$ cat config.mk
export PLATFORM = sky130hd
export DESIGN_NAME = multicycle_ctrl_flat
export DESIGN_NICKNAME = d
export VERILOG_FILES = /design/src/rtl/multicycle_ctrl_if.sv /design/src/rtl/multicycle_ctrl.sv /design/src/flat_wrapper.sv
export SDC_FILE = /design/constraint.sdc
export NUM_CORES = 1
export LEC_CHECK = 0
export ABC_AREA = 1
export BUFFER_PORTS_ARGS = -buffer_cell sky130_fd_sc_hd__buf_2
export CAP_MARGIN = 10
export CORE_MARGIN = 10
export CORE_UTILIZATION = 58
export CTS_CLUSTER_SIZE = 14
export DETAILED_ROUTE_END_ITERATION = 10
export PLACE_DENSITY = 0.86
export SLEW_MARGIN = 15
export SYNTH_ARGS = -nofsm -noshare
export SYNTH_HDL_FRONTEND = slang
export SYNTH_SLANG_ARGS = --single-unit
export TNS_END_PERCENT = 100
$ cat constraint.sdc
create_clock -name clk -period 2.75 [get_ports clk]
set_input_delay 0.1375 -clock clk [delete_from_list [all_inputs] [get_ports clk]]
set_output_delay 0.1375 -clock clk [all_outputs]
set_load 0.02 [all_outputs]
$ cat src/rtl/multicycle_ctrl_if.sv
// Control/status bundle between the multicycle controller and the MIPS-subset datapath.
// master = controller side, slave = datapath side.
interface multicycle_ctrl_if #(
    parameter int CNT_W = 16
);
    logic [5:0]       opcode;
    logic [5:0]       funct;
    logic             zero;
    logic             mem_ready;
    logic             run;
    logic             step;
    logic             pc_write;
    logic             pc_write_cond;
    logic [1:0]       pc_source;
    logic             ir_write;
    logic             mem_read;
    logic             mem_write;
    logic             reg_write;
    logic             reg_dst;
    logic             mem_to_reg;
    logic             alu_src_a;
    logic [1:0]       alu_src_b;
    logic [1:0]       alu_op;
    logic             halted;
    logic [1:0]       fault;
    logic [3:0]       state_dbg;
    logic [CNT_W-1:0] instr_count;

    modport master (
        input  opcode, funct, zero, mem_ready, run, step,
        output pc_write, pc_write_cond, pc_source, ir_write, mem_read, mem_write,
               reg_write, reg_dst, mem_to_reg, alu_src_a, alu_src_b, alu_op,
               halted, fault, state_dbg, instr_count
    );

    modport slave (
        output opcode, funct, zero, mem_ready, run, step,
        input  pc_write, pc_write_cond, pc_source, ir_write, mem_read, mem_write,
               reg_write, reg_dst, mem_to_reg, alu_src_a, alu_src_b, alu_op,
               halted, fault, state_dbg, instr_count
    );
endinterface

$ cat src/rtl/multicycle_ctrl.sv
// Multicycle control FSM for the MIPS-subset datapath: fetch/decode/execute sequencing,
// memory-ready handshake with timeout, run/single-step and halt on fault.
//
// state  | meaning
// FETCH  | 0  instruction read from ROM (idle while stopped)
// DECODE | 1  branch target precompute, opcode dispatch
// MEMADR | 2  lw/sw address calculation
// MEMRD  | 3  DataMemory read, waiting for mem_ready
// MEMWB  | 4  load result to RegisterFile
// MEMWR  | 5  DataMemory write, waiting for mem_ready
// EXEC   | 6  R-type ALU operation
// RWB    | 7  R-type result to rd
// BRANCH | 8  beq compare and conditional PC load
// JUMP   | 9  j target load
// ADDIEX | 10 addi ALU operation
// ADDIWB | 11 addi result to rt
// HALT   | 15 illegal opcode or memory timeout; reset only
module multicycle_ctrl #(
    parameter int TIMEOUT_W = 4,
    parameter int CNT_W     = 16
) (
    input  logic              clk,
    input  logic              reset,
    multicycle_ctrl_if.master bus
);
    typedef enum logic [3:0] {
        S_FETCH  = 4'd0,
        S_DECODE = 4'd1,
        S_MEMADR = 4'd2,
        S_MEMRD  = 4'd3,
        S_MEMWB  = 4'd4,
        S_MEMWR  = 4'd5,
        S_EXEC   = 4'd6,
        S_RWB    = 4'd7,
        S_BRANCH = 4'd8,
        S_JUMP   = 4'd9,
        S_ADDIEX = 4'd10,
        S_ADDIWB = 4'd11,
        S_HALT   = 4'd15
    } state_t;

    typedef struct packed {
        logic       pc_write;
        logic       pc_write_cond;
        logic [1:0] pc_source;
        logic       mem_read;
        logic       mem_write;
        logic       reg_write;
        logic       reg_dst;
        logic       mem_to_reg;
        logic       alu_src_a;
        logic [1:0] alu_src_b;
        logic [1:0] alu_op;
    } ctl_t;

    localparam logic [5:0] OP_R    = 6'h00;
    localparam logic [5:0] OP_LW   = 6'h23;
    localparam logic [5:0] OP_SW   = 6'h2B;
    localparam logic [5:0] OP_BEQ  = 6'h04;
    localparam logic [5:0] OP_J    = 6'h02;
    localparam logic [5:0] OP_ADDI = 6'h08;

    localparam logic [1:0] FAULT_ILLEGAL = 2'd1;
    localparam logic [1:0] FAULT_TIMEOUT = 2'd2;

    // Last count value before the limit: the waiting cycle seen here is number 2**W-1.
    localparam logic [TIMEOUT_W-1:0] WAIT_LAST = {{(TIMEOUT_W-1){1'b1}}, 1'b0};

    function automatic ctl_t f_ctl(input state_t s, input logic go);
        ctl_t c;
        c = '0;
        case (s)
            S_FETCH: begin
                c.mem_read  = go;
                c.alu_src_b = go ? 2'd1 : 2'd0;
            end
            S_DECODE: c.alu_src_b = 2'd3;
            S_MEMADR: begin
                c.alu_src_a = 1'b1;
                c.alu_src_b = 2'd2;
            end
            S_MEMRD:  c.mem_read  = 1'b1;
            S_MEMWR:  c.mem_write = 1'b1;
            S_MEMWB: begin
                c.reg_write  = 1'b1;
                c.mem_to_reg = 1'b1;
            end
            S_EXEC: begin
                c.alu_src_a = 1'b1;
                c.alu_op    = 2'd2;
            end
            S_RWB: begin
                c.reg_write = 1'b1;
                c.reg_dst   = 1'b1;
            end
            S_BRANCH: begin
                c.alu_src_a     = 1'b1;
                c.alu_op        = 2'd1;
                c.pc_write_cond = 1'b1;
                c.pc_source     = 2'd1;
            end
            S_JUMP: begin
                c.pc_write  = 1'b1;
                c.pc_source = 2'd2;
            end
            S_ADDIEX: begin
                c.alu_src_a = 1'b1;
                c.alu_src_b = 2'd2;
            end
            S_ADDIWB: c.reg_write = 1'b1;
            default:  c = '0;
        endcase
        return c;
    endfunction

    state_t               r_state;
    state_t               w_next;
    ctl_t                 r_ctl;
    logic [TIMEOUT_W-1:0] r_wait;
    logic [1:0]           r_fault;
    logic [1:0]           w_fault_next;
    logic                 r_halted;
    logic [CNT_W-1:0]     r_count;

    logic w_req;
    logic w_done;
    logic w_timeout;
    logic w_go;
    logic w_terminal;
    logic w_fetch_done;

    assign w_req        = r_ctl.mem_read | r_ctl.mem_write;
    assign w_done       = w_req & bus.mem_ready;
    assign w_timeout    = w_req & ~bus.mem_ready & (r_wait == WAIT_LAST);
    assign w_fetch_done = (r_state == S_FETCH) & w_done;
    // A started fetch is held until it completes, even if run drops or step was a pulse.
    assign w_go         = ((r_state == S_FETCH) & r_ctl.mem_read) | bus.run | bus.step;
    assign w_terminal   = (r_state == S_MEMWB) | (r_state == S_MEMWR) | (r_state == S_RWB) |
                          (r_state == S_BRANCH) | (r_state == S_JUMP) | (r_state == S_ADDIWB);

    always_comb begin
        w_next       = r_state;
        w_fault_next = r_fault;
        case (r_state)
            S_FETCH: begin
                if (w_done) begin
                    w_next = S_DECODE;
                end else if (w_timeout) begin
                    w_next       = S_HALT;
                    w_fault_next = FAULT_TIMEOUT;
                end
            end
            S_DECODE: begin
                case (bus.opcode)
                    OP_LW, OP_SW: w_next = S_MEMADR;
                    OP_R:         w_next = S_EXEC;
                    OP_BEQ:       w_next = S_BRANCH;
                    OP_J:         w_next = S_JUMP;
                    OP_ADDI:      w_next = S_ADDIEX;
                    default: begin
                        w_next       = S_HALT;
                        w_fault_next = FAULT_ILLEGAL;
                    end
                endcase
            end
            S_MEMADR: w_next = (bus.opcode == OP_LW) ? S_MEMRD : S_MEMWR;
            S_MEMRD, S_MEMWR: begin
                if (w_done) begin
                    w_next = (r_state == S_MEMRD) ? S_MEMWB : S_FETCH;
                end else if (w_timeout) begin
                    w_next       = S_HALT;
                    w_fault_next = FAULT_TIMEOUT;
                end
            end
            S_EXEC:   w_next = S_RWB;
            S_ADDIEX: w_next = S_ADDIWB;
            S_MEMWB, S_RWB, S_BRANCH, S_JUMP, S_ADDIWB: w_next = S_FETCH;
            S_HALT:   w_next = S_HALT;
            default:  w_next = S_HALT;
        endcase
    end

    always_ff @(posedge clk or negedge reset) begin
        if (!reset) begin
            r_state  <= S_FETCH;
            r_ctl    <= '0;
            r_wait   <= '0;
            r_fault  <= '0;
            r_halted <= 1'b0;
            r_count  <= '0;
        end else begin
            r_state  <= w_next;
            r_ctl    <= f_ctl(w_next, w_go);
            r_fault  <= w_fault_next;
            r_halted <= (w_next == S_HALT);
            r_wait   <= ((w_next == r_state) && w_req) ? r_wait + 1'b1 : '0;
            if (w_terminal && (w_next == S_FETCH)) begin
                r_count <= r_count + 1'b1;
            end
        end
    end

    assign bus.pc_write      = r_ctl.pc_write | w_fetch_done;
    assign bus.ir_write      = w_fetch_done;
    assign bus.pc_write_cond = r_ctl.pc_write_cond;
    assign bus.pc_source     = r_ctl.pc_source;
    assign bus.mem_read      = r_ctl.mem_read;
    assign bus.mem_write     = r_ctl.mem_write;
    assign bus.reg_write     = r_ctl.reg_write;
    assign bus.reg_dst       = r_ctl.reg_dst;
    assign bus.mem_to_reg    = r_ctl.mem_to_reg;
    assign bus.alu_src_a     = r_ctl.alu_src_a;
    assign bus.alu_src_b     = r_ctl.alu_src_b;
    assign bus.alu_op        = r_ctl.alu_op;
    assign bus.halted        = r_halted;
    assign bus.fault         = r_fault;
    assign bus.state_dbg     = r_state;
    assign bus.instr_count   = r_count;
endmodule

$ cat src/flat_wrapper.sv
// flat-port wrapper written by rule: the top's interface ports become plain ports
module multicycle_ctrl_flat 
#(
    parameter int TIMEOUT_W = 4,
    parameter int CNT_W     = 16
)
  (clk, reset, bus_opcode, bus_funct, bus_zero, bus_mem_ready, bus_run, bus_step, bus_pc_write, bus_pc_write_cond, bus_pc_source, bus_ir_write, bus_mem_read, bus_mem_write, bus_reg_write, bus_reg_dst, bus_mem_to_reg, bus_alu_src_a, bus_alu_src_b, bus_alu_op, bus_halted, bus_fault, bus_state_dbg, bus_instr_count);
  multicycle_ctrl_if #(.CNT_W(CNT_W)) bus_i ();
  input  logic clk;
  input  logic reset;
  input wire logic [$bits(bus_i.opcode)-1:0] bus_opcode;
  input wire logic [$bits(bus_i.funct)-1:0] bus_funct;
  input wire logic [$bits(bus_i.zero)-1:0] bus_zero;
  input wire logic [$bits(bus_i.mem_ready)-1:0] bus_mem_ready;
  input wire logic [$bits(bus_i.run)-1:0] bus_run;
  input wire logic [$bits(bus_i.step)-1:0] bus_step;
  output wire logic [$bits(bus_i.pc_write)-1:0] bus_pc_write;
  output wire logic [$bits(bus_i.pc_write_cond)-1:0] bus_pc_write_cond;
  output wire logic [$bits(bus_i.pc_source)-1:0] bus_pc_source;
  output wire logic [$bits(bus_i.ir_write)-1:0] bus_ir_write;
  output wire logic [$bits(bus_i.mem_read)-1:0] bus_mem_read;
  output wire logic [$bits(bus_i.mem_write)-1:0] bus_mem_write;
  output wire logic [$bits(bus_i.reg_write)-1:0] bus_reg_write;
  output wire logic [$bits(bus_i.reg_dst)-1:0] bus_reg_dst;
  output wire logic [$bits(bus_i.mem_to_reg)-1:0] bus_mem_to_reg;
  output wire logic [$bits(bus_i.alu_src_a)-1:0] bus_alu_src_a;
  output wire logic [$bits(bus_i.alu_src_b)-1:0] bus_alu_src_b;
  output wire logic [$bits(bus_i.alu_op)-1:0] bus_alu_op;
  output wire logic [$bits(bus_i.halted)-1:0] bus_halted;
  output wire logic [$bits(bus_i.fault)-1:0] bus_fault;
  output wire logic [$bits(bus_i.state_dbg)-1:0] bus_state_dbg;
  output wire logic [$bits(bus_i.instr_count)-1:0] bus_instr_count;
  assign bus_i.opcode = bus_opcode;
  assign bus_i.funct = bus_funct;
  assign bus_i.zero = bus_zero;
  assign bus_i.mem_ready = bus_mem_ready;
  assign bus_i.run = bus_run;
  assign bus_i.step = bus_step;
  assign bus_pc_write = bus_i.pc_write;
  assign bus_pc_write_cond = bus_i.pc_write_cond;
  assign bus_pc_source = bus_i.pc_source;
  assign bus_ir_write = bus_i.ir_write;
  assign bus_mem_read = bus_i.mem_read;
  assign bus_mem_write = bus_i.mem_write;
  assign bus_reg_write = bus_i.reg_write;
  assign bus_reg_dst = bus_i.reg_dst;
  assign bus_mem_to_reg = bus_i.mem_to_reg;
  assign bus_alu_src_a = bus_i.alu_src_a;
  assign bus_alu_src_b = bus_i.alu_src_b;
  assign bus_alu_op = bus_i.alu_op;
  assign bus_halted = bus_i.halted;
  assign bus_fault = bus_i.fault;
  assign bus_state_dbg = bus_i.state_dbg;
  assign bus_instr_count = bus_i.instr_count;
  multicycle_ctrl #(.TIMEOUT_W(TIMEOUT_W), .CNT_W(CNT_W)) u_core (.clk(clk), .reset(reset), .bus(bus_i));
endmodule
==> flow_summary.yaml, run 1 <==
synthesis:
  synth_flop_cell: "dfrtp_1"
  yosys_register_bits: 38
  synth.yosys.seq_area_share_pct: 40.97
  synth.avg_cell_area_sq_um: 8.144
  synth-warning-count: 0
  post_synth_mux_area_share_pct: 0
  post_synthesis_cell_area_sq_um: 2321
  synth_edf_count: 0
  yosys-top-cells-area: "dfrtp_1 41%, inv_1 8.2%, nand2_1 7.8%, nor2_1 5.8%, o21ai_2 5.7%"
  async_flop_share_pct: 100.0
  synth_common_cells: "51 x inv_1, 48 x nand2_1, 38 x dfrtp_1, 36 x nor2_1, 21 x nand3_1"
  yosys.area_share.xor_xnor_pct: 6.415
  post_synth_fa_ha_maj_area_fraction_pct: 1.617
  area_fraction_of_the_dominant_cell_type_after_synthesis_pct: 40.97
  synth.largest_area_cell: "dfrtp_1"
  synth-simple-area-share_pct: 32.51
  netlist_instances: 285
  synth-compound-area-share_pct: 7.655
  yosysMostFrequentCell: "inv_1"
  post_synth_num_cell_types: 29
  mappedNetlistNets: 306
  dominant_combinational_cell_family_by_area_after_synthesis: "simple AND/OR/NAND/NOR gates"
floorplanning:
  dieArea_sq_um: 6932
  pin_count: 56
  dieHeight_microns: 83.26
  fp.dieW_microns: 83.26
  placementRows: 22
  initial_utilization_pct: 61.55
  floorplan.core_area_sq_um: 3771
grt:
  grt_antenna_before_repair: 0
  grt_use_met2_pct: 23.81
  via_count_of_the_first_global_routing_pass: 1923
  use_met3_pct: 5.371
  grt_start_max_net_pins: 39
  met1_usage_pct: 17.38
  total_overflow_reported_by_the_global_router: 0
  groute.usage.overall_pct: 14.76
  grt_pass1_wl_microns: 8742
  grt.busiest_layer: "met2"
drt:
  detail_route.wirelength_microns: 5101
  drc: 0
  post_drt_wl_per_cell_microns: 13.25
  avgViaCountPerCell: 5.075
  detailroute.via_count: 1954
  drt.antenna.violating_nets: 0
  dr.pass1.iters: 4
  drt_iter0_markers: 84
setup_path:
  critical_path_class: "reg2reg"
  worst-path-max-fanout: 31
  critPathSlowestCell: "dfrtp_1"
  timing.critical_path.slowest_cell_delay_ns: 0.39
  timing.critical_path.cells: "inv_1 > ha_1 > nand2_1 > inv_1 > nand2_1 > inv_1 > nand2_2 > nand2_2 > or2_4 > nor2_4 > nand3_4 > nand2_1 > o21ai_2"
  cp.arrival_ns: 2.47
  worst_ep_required_time_ns: 2.92
  timing.critical_path.from_type: "register"
  timing.critical_path.to_type: "register"
layout:
  num-nets-final: 357
  areaGrowthSynthToFinish_pct: 15.20
  drive_above_1_share_pct: 30.27
  antennaDiodeCount: 0
  largest_register_ffs: 16
place:
  hpwlAfterDp_microns: 3933
  portBuffers: 48
  place.gp.congestion: 0.9478
timing:
  setup_viol: 0
  tightest_slew_ns: 0.8292
  maxClockFrequency_mhz: 435.2
  finalSetupTns_ns: 0
  grt_setup_unrepaired: "no"
  finalCritPeriodShare_pct: 83.55
  final_period_minus_worst_setup_slack_ns: 2.298
  report.final.slew_viol_count: 0
  fin_worst_skew_ns: 0.002938
  worst_slew_margin_rel_pct: 44.72
  report.final.hold_viol_count: 0
clock_tree:
  cts-resized-gates: 0
  clock-root-buffer: "clkbuf_8"
  h-tree-depth: 2
  post-cts-setup-buffers: 0
  clkSinkCount: 38
  worst_setup_hold_path_clk_slew_ns: 0.07
  clkLatencyLatePin_ns: 0.29
  bufs_on_longest_clock_path: 2
  cts_inserted_buffers: 5
  clock_tree_from_tritoncts: "built"
power_and_ir_drop:
  clk_network_pwr_share_pct: 15.9
  combinationalPowerShare_pct: 53.7
  internal_power_mw: 1.290
  power.switching_fraction_pct: 48.67
  power.ir.vdd_worst_mv: 0.5549
  seqPwrFrac_pct: 30.5
  switching_power_mw: 1.223
  report.power.total_mw: 2.514
  p_leak_nw: 1.443
  power_per_unit_of_standard_cell_area_nw_per_um2: 940.1
status:
  outcome: "complete, no violations"
hold_path:
  worstHoldPathType: "in2reg"
flow_run:
  drv_cap: 0
[per-stage QoR]
step	cell area (sq um)	hold slack, ns	setup WS [ns]	util, %	std cells
finish	2674	0.1926	0.4523	70.90	385
global route	2674	0.2414	0.2804	70.90	385
CTS	2674	0.1966	0.4372	70.90	385
detailed placement	2572	0.2894	0.4993	68.22	376
global placement	2572	0.2734	0.5713	68.22	376
floorplan	2321	-0.1581	0.9168	-	285
[area by class of cell]
| class | instances | area (sq um) |
|---|---|---|
| Timing Repair Buffer | 49 | 250.2 |
| Multi-Input combinational cell | 188 | 1119 |
| Inverter | 54 | 202.7 |
| Tap cell | 48 | 60.06 |
| Fill cell | 313 | 1097 |
| Clock inverter | 1 | 5.005 |
| Clock buffer | 7 | 86.33 |
| Sequential cell | 38 | 950.9 |
[power groups by stage]
stage	Sequential (mW)	Combinational [mW]	Clock, mW
final	0.766	1.35	0.398
after global routing	0.784	1.50	0.422
after CTS	0.764	1.37	0.401
after detailed placement	0.772	1.34	0
after global placement	0.766	1.30	0
after floorplan	0.869	0.990	0
[kinds of logic (layout without fill, tap and decap cells)]
logic type | Yosys count | count (layout)
fa+ha+maj | 3 | 3
flops | 38 | 38
simple gates | 145 | 145
compound gates | 23 | 23
buf+inv | 59 | 111
xor+xnor | 17 | 17
[layout by cell type, fill, tap and decap left out, types with 3 or more instances in the layout]
cell type  Yosys  routed
ha_1           3       3
inv_1         51      51
inv_2          3       3
o21ai_2       15      15
nand4_1        5       5
nor2_2         5       5
nand3_4        4       4
nand3_1       21      21
nor2_1        36      36
clkbuf_8       0       6
o21ai_0        4       4
nand2_1       48      48
nor2_4         3       3
nand2_2       12      12
dfrtp_1       38      38
xor2_1         9       9
nor3_1         3       3
xnor2_1        8       8
buf_2          0      48
[critical path: cells and delay by family, from the launching register on]
| kind | cells | cell delay [ns] |
|---|---|---|
| DFF | 1 | 0.39 |
| adders and majority gates | 1 | 0.20 |
| buffers and inverters | 3 | 0.17 |
| and+or+nand+nor | 8 | 1.33 |
| AOI/OAI and AO/OA | 1 | 0.07 |
[final timing paths]
check | start | to | slack [ns] | depth (start not counted)
worst max-delay path | u_core.r_wait[0] | u_core.bus.instr_count[5] | 0.45 | 13
max in group asynchronous | reset | u_core.bus.instr_count[13] | 1.76 | 2
worst min register to register | u_core.r_wait[0] | u_core.r_wait[0] | 0.49 | 1
worst max register to register | u_core.r_wait[0] | u_core.bus.instr_count[5] | 0.45 | 13
worst min-delay path | bus_opcode[2] | u_core.bus.alu_op[1] | 0.19 | 4
min in group asynchronous | reset | u_core.bus.pc_source[0] | 0.48 | 2
[metal layers]
metal / part of all wire (%) / vias to the layer above
li1: - / 988
met1: 43 / 906
met2: 48 / 52
met3: 7.6 / 8
met4: 1.8 / 0
met5: 0 / -
[what timing repair did]
action                                  4_1_cts  5_1_grt
endpoints found under the setup margin        0        0
endpoints found under the hold margin        38        0
hold buffers                                  1        0
Note: power is estimated with default switching activity, not from simulation.
==> run 2, diff against run 1 <==
--- a/config.mk
+++ b/config.mk
@@ -9,10 +9,10 @@
 export BUFFER_PORTS_ARGS = -buffer_cell sky130_fd_sc_hd__buf_2
 export CAP_MARGIN = 10
 export CORE_MARGIN = 10
-export CORE_UTILIZATION = 58
+export CORE_UTILIZATION = 48
 export CTS_CLUSTER_SIZE = 14
 export DETAILED_ROUTE_END_ITERATION = 10
-export PLACE_DENSITY = 0.86
+export PLACE_DENSITY = 0.76
 export SLEW_MARGIN = 15
 export SYNTH_ARGS = -nofsm -noshare
 export SYNTH_HDL_FRONTEND = slang
==> constraint.sdc (replaced) <==
create_clock -name clk -period 1.97 [get_ports clk]
set_input_delay 0.0985 -clock clk [delete_from_list [all_inputs] [get_ports clk]]
set_output_delay 0.0985 -clock clk [all_outputs]
set_load 0.02 [all_outputs]
==> flow_summary.yaml, run 2 (synthesis results as in run 1) <==
status:
  outcome: "complete, no violations"
drt:
  detailroute.via_count: 1958
  dr.pass1.iters: 4
  drt.antenna.violating_nets: 0
  detail_route.wirelength_microns: 5164
  drc: 0
  avgViaCountPerCell: 4.776
  post_drt_wl_per_cell_microns: 12.60
  drt_iter0_markers: 48
layout:
  fillCellCount: 415
  highest_count_cells_in_the_layout_ignoring_fill_and_taps: "48 x inv_1, 48 x buf_2, 46 x nand2_1"
  stdcell_count: 410
  antennaDiodeCount: 0
  num-nets-final: 376
  drive_above_1_share_pct: 37.64
  largest_register_ffs: 16
  areaGrowthSynthToFinish_pct: 25.07
floorplanning:
  placementRows: 25
  pin_count: 56
  fp.dieW_microns: 89.54
  dieArea_sq_um: 8017
  dieHeight_microns: 89.54
  floorplan.core_area_sq_um: 4692
  initial_utilization_pct: 49.47
clock_tree:
  clock_tree_from_tritoncts: "built"
  h-tree-depth: 2
  cts_inserted_buffers: 5
  bufs_on_longest_clock_path: 2
  worst_setup_hold_path_clk_slew_ns: 0.07
  clkLatencyLatePin_ns: 0.28
  clock-root-buffer: "clkbuf_8"
  clkSinkCount: 38
timing:
  final_period_minus_worst_setup_slack_ns: 1.909
  whs_ns: 0.1617
  report.final.slew_viol_count: 0
  grt_setup_unrepaired: "yes"
  finalSetupTns_ns: 0
  setup_viol: 0
  maxClockFrequency_mhz: 523.7
  finalCritPeriodShare_pct: 96.93
  tightest_slew_ns: 0.8601
  report.final.hold_viol_count: 0
  worst_slew_margin_rel_pct: 42.66
  fin_worst_skew_ns: 0.009703
setup_path:
  timing.reg2reg.worst_path_depth: 12
  critical_path_class: "reg2reg"
  timing.critical_path.to_type: "register"
  timing.critical_path.from_type: "register"
  cp.arrival_ns: 2.08
  worst-path-max-fanout: 13
  worst_ep_required_time_ns: 2.14
grt:
  total_overflow_reported_by_the_global_router: 0
  groute.usage.overall_pct: 13.12
  grt_pass1_wl_microns: 8355
  grt_antenna_before_repair: 0
  grt_start_max_net_pins: 39
  via_count_of_the_first_global_routing_pass: 1960
power_and_ir_drop:
  p_leak_nw: 1.550
  power_per_unit_of_standard_cell_area_nw_per_um2: 1359
  power.ir.vdd_worst_mv: 1.149
place:
  place.gp.congestion: 0.8806
  hpwlAfterDp_microns: 3953
  portBuffers: 48
  dpl.cell_count: 390
flow_run:
  drv_cap: 0
hold_path:
  holdPathStages: 4
  worstHoldPathType: "in2reg"
-- run 2: stage by stage --
stage	cell area [sq um]	setup WS, ns	utilization (%)	power [mW]
6_report	2903	0.06054	61.87	3.944
5_1_grt	2903	-0.1047	61.87	4.263
4_1_cts	2761	0.0006077	58.85	3.666
3_5_place_dp	2653	-0.01707	56.53	3.074
3_3_place_gp	2653	0.05107	56.53	3.031
2_1_floorplan	2321	0.1368	-	2.595
-- run 2: power breakdown --
group	internal, mW	total (mW)	switching (mW)
sequential	0.935	1.07	0.137
clock	0.282	0.540	0.257
combinational	0.943	2.33	1.39
total	2.16	3.94	1.78
-- run 2: repair_timing --
action / in CTS / in global routing
endpoints found under the hold margin: 38 / 0
buffers inserted: 0 / 10
hold buffers: 1 / 0
setup endpoints to repair: 8 / 24
cloned: 0 / 1
gates resized for setup: 2 / 17
pin swaps: 1 / 3
-- run 2: worst paths after layout --
kind                                      from                          to  slack, ns
setup / recovery           u_core.bus.mem_read   u_core.bus.instr_count[0]       0.06
hold reg to reg            u_core.bus.fault[1]         u_core.bus.fault[1]       0.51
setup reg to reg           u_core.bus.mem_read   u_core.bus.instr_count[0]       0.06
min in group asynchronous                reset  u_core.bus.instr_count[15]       0.46
hold / removal                   bus_opcode[2]        u_core.bus.alu_op[1]       0.16
max in group asynchronous                reset     u_core.bus.state_dbg[3]       0.91
-- run 2: cell type report --
type	count	area (sq um)	area share [%]
Clock inverter	1	5.005	0.1724
Tap cell	54	67.56	2.328
Sequential cell	38	955.9	32.93
Timing Repair Buffer	68	434.2	14.96
Multi-Input combinational cell	188	1151	39.66
Inverter	54	202.7	6.983
Clock buffer	7	86.33	2.974
-- run 2: routing by layer --
| layer | share of wire, % | GRT usage, % |
|---|---|---|
| met5 | 0 | 0 |
| met4 | 1.6 | 5.780 |
| met3 | 5.5 | 3.464 |
| met2 | 51 | 23.30 |
| met1 | 42 | 14.29 |
-- run 2: critical path: stages (launching register included) --
cell and delay [ns]:
dfrtp_1 0.39, buf_4 0.13, nor2_1 0.10, nor2_1 0.06, nand2_2 0.10, inv_2 0.04
nand2_2 0.07, nand2_2 0.05, or2_4 0.25, nor2_4 0.14, nand3_4 0.14, buf_12 0.19
xor2_1 0.13
==> run 3, diff against run 2 <==
==> constraint.sdc (replaced) <==
create_clock -name clk -period 1.7 [get_ports clk]
set_input_delay 0.085 -clock clk [delete_from_list [all_inputs] [get_ports clk]]
set_output_delay 0.085 -clock clk [all_outputs]
set_load 0.02 [all_outputs]
==> flow_summary.yaml, run 3 (synthesis results as in run 1) <==
layout:
  highest_count_cells_in_the_layout_ignoring_fill_and_taps: "49 x buf_4, 47 x buf_2, 42 x inv_1"
  sequential_cell_area_sq_um: 958.4
  multiInputGateArea_sq_um: 1336
  areaGrowthSynthToFinish_pct: 48.73
  num-nets-final: 419
  largest_register_ffs: 16
  antennaDiodeCount: 0
  fillCellCount: 322
  drive_above_1_share_pct: 52.63
  final_common_cell: "buf_4"
grt:
  grt_pass1_wl_microns: 10160
  via_count_of_the_first_global_routing_pass: 2264
  total_overflow_reported_by_the_global_router: 0
  grt_antenna_before_repair: 0
  groute.usage.overall_pct: 16.19
  grt_start_max_net_pins: 17
hold_path:
  worstHoldPathType: "in2reg"
  hold_path_startpoint: "bus_step"
setup_path:
  path_buf_inv: 4
  worst-path-max-fanout: 15
  critical_path.startpoint: "u_core.r_wait[0]"
  timing.critical_path.to_type: "register"
  timing.critical_path.from_type: "register"
  worst_ep_required_time_ns: 1.88
  critPathSlowestCell: "dfrtp_1"
  crit-reg2reg-launch: "u_core.r_wait[0]"
  timing.critical_path.cells: "inv_1 > ha_2 > nand2_1 > inv_1 > nand2_2 > inv_2 > nand2_4 > nand2_4 > or2_4 > nor2_4 > nand3_4 > buf_12 > nand2_1 > o21ai_2"
  timing.critical_path.slowest_cell_delay_ns: 0.35
  cp.arrival_ns: 2.10
  critical_path_class: "reg2reg"
  path_delay_family: "simple AND/OR/NAND/NOR gates"
timing:
  tightest_slew_ns: 0.2559
  finalSetupTns_ns: -4.307
  report.final.hold_viol_count: 0
  maxClockFrequency_mhz: 521.0
  setup_viol: 27
  finalCritPeriodShare_pct: 112.9
  whs_ns: 0.08402
  final.setup.worst_slack_ns: -0.2193
  grt_setup_unrepaired: "yes"
  final_period_minus_worst_setup_slack_ns: 1.919
  fin_worst_skew_ns: 0.01592
  worst_slew_margin_rel_pct: 82.87
  report.final.slew_viol_count: 0
clock_tree:
  bufs_on_longest_clock_path: 2
  clock-root-buffer: "clkbuf_8"
  h-tree-depth: 2
  clkLatencyLatePin_ns: 0.30
  clock_tree_from_tritoncts: "built"
  worst_setup_hold_path_clk_slew_ns: 0.09
  cts_inserted_buffers: 5
  clkSinkCount: 38
place:
  place.gp.congestion: 0.9021
  portBuffers: 48
  hpwlAfterDp_microns: 4492
  detailedPlace.worstSlack_ns: -0.1744
status:
  outcome: "complete, but fails checks"
  violations_in_the_final_reports: "negative setup slack"
drt:
  detail_route.wirelength_microns: 6503
  drt_iter0_markers: 85
  dr.pass1.iters: 4
  post_drt_wl_per_cell_microns: 14.36
  drc: 0
  avgViaCountPerCell: 4.879
  drt.antenna.violating_nets: 0
  detailroute.via_count: 2210
floorplanning:
  dieHeight_microns: 89.54
  pin_count: 56
  floorplan.core_area_sq_um: 4692
  placementRows: 25
  fp.dieW_microns: 89.54
  initial_utilization_pct: 49.47
  dieArea_sq_um: 8017
flow_run:
  drv_cap: 0
power_and_ir_drop:
  p_leak_nw: 1.829
  power.ir.vdd_worst_mv: 1.136
  power_per_unit_of_standard_cell_area_nw_per_um2: 1765
run 3: changes by cell type in the layout (fill, tap and decap cells not counted), moves of 5 or more:
cell,delta
nand2_4,+14
inv_2,+5
buf_4,+34
nor2_1,-5
inv_1,-6
buf_6,+10
nand2_1,-14
run 3: cell type report:
class                      count  share of cell area, %
inverter                      54                  5.944
multi-input combinational    188                  38.71
timing repair buffer         111                  23.23
sequential                    38                  27.76
tap                           54                  1.957
clock buffer                   6                  2.102
clock inverter                 2                 0.2900
run 3: per-layer routing:
| metal | wire length, microns | track usage, % | part of all wire [%] |
|---|---|---|---|
| met1 | 2541 | 17.27 | 39 |
| met2 | 3489 | 29.70 | 54 |
| met3 | 319 | 4.467 | 4.9 |
| met4 | 152 | 5.636 | 2.3 |
| met5 | 0 | 0 | 0 |
run 3: power by group:
part           total [mW]  internal [mW]  switching (mW)
clock network       0.617          0.285           0.332
registers            1.24           1.09           0.158
logic                4.23           1.92            2.31
total                6.09           3.29            2.80
run 3: worst register-to-register path, cell delays in order, from the launching register on:
cell and delay, ns:
dfrtp_1 0.35, inv_1 0.05, ha_2 0.17, nand2_1 0.06
inv_1 0.04, nand2_2 0.10, inv_2 0.06, nand2_4 0.09
nand2_4 0.05, or2_4 0.26, nor2_4 0.13, nand3_4 0.15
buf_12 0.19, nand2_1 0.07, o21ai_2 0.05
run 3: per-stage QoR:
| step | util, % | std cells | instance area (sq um) | total power [mW] |
|---|---|---|---|---|
| after floorplan | - | 285 | 2350 | 3.071 |
| after global placement | 62.77 | 424 | 2945 | 4.119 |
| after detailed placement | 62.77 | 424 | 2945 | 4.207 |
| after CTS | 69.01 | 446 | 3238 | 5.432 |
| after global routing | 73.57 | 453 | 3452 | 6.489 |
| final | 73.57 | 453 | 3452 | 6.092 |
run 3: final timing paths:
check                                             to  slack, ns  depth (start not counted)
setup reg to reg           u_core.bus.instr_count[2]      -0.22                         14
max in group asynchronous    u_core.bus.state_dbg[0]       1.07                          3
hold / removal               u_core.bus.alu_src_b[0]       0.08                          3
min in group asynchronous      u_core.bus.mem_to_reg       0.15                          2
setup / recovery           u_core.bus.instr_count[2]      -0.22                         14
hold reg to reg                  u_core.bus.fault[1]       0.50                          1
run 3: repair_timing:
action / in CTS / in global routing
setup endpoints to repair: 27 / 29
pin swaps: 9 / 10
buffers inserted: 14 / 6
gates resized for setup: 33 / 36
endpoints found under the hold margin: 38 / 0
gates cloned: 0 / 1
hold buffers: 1 / 0
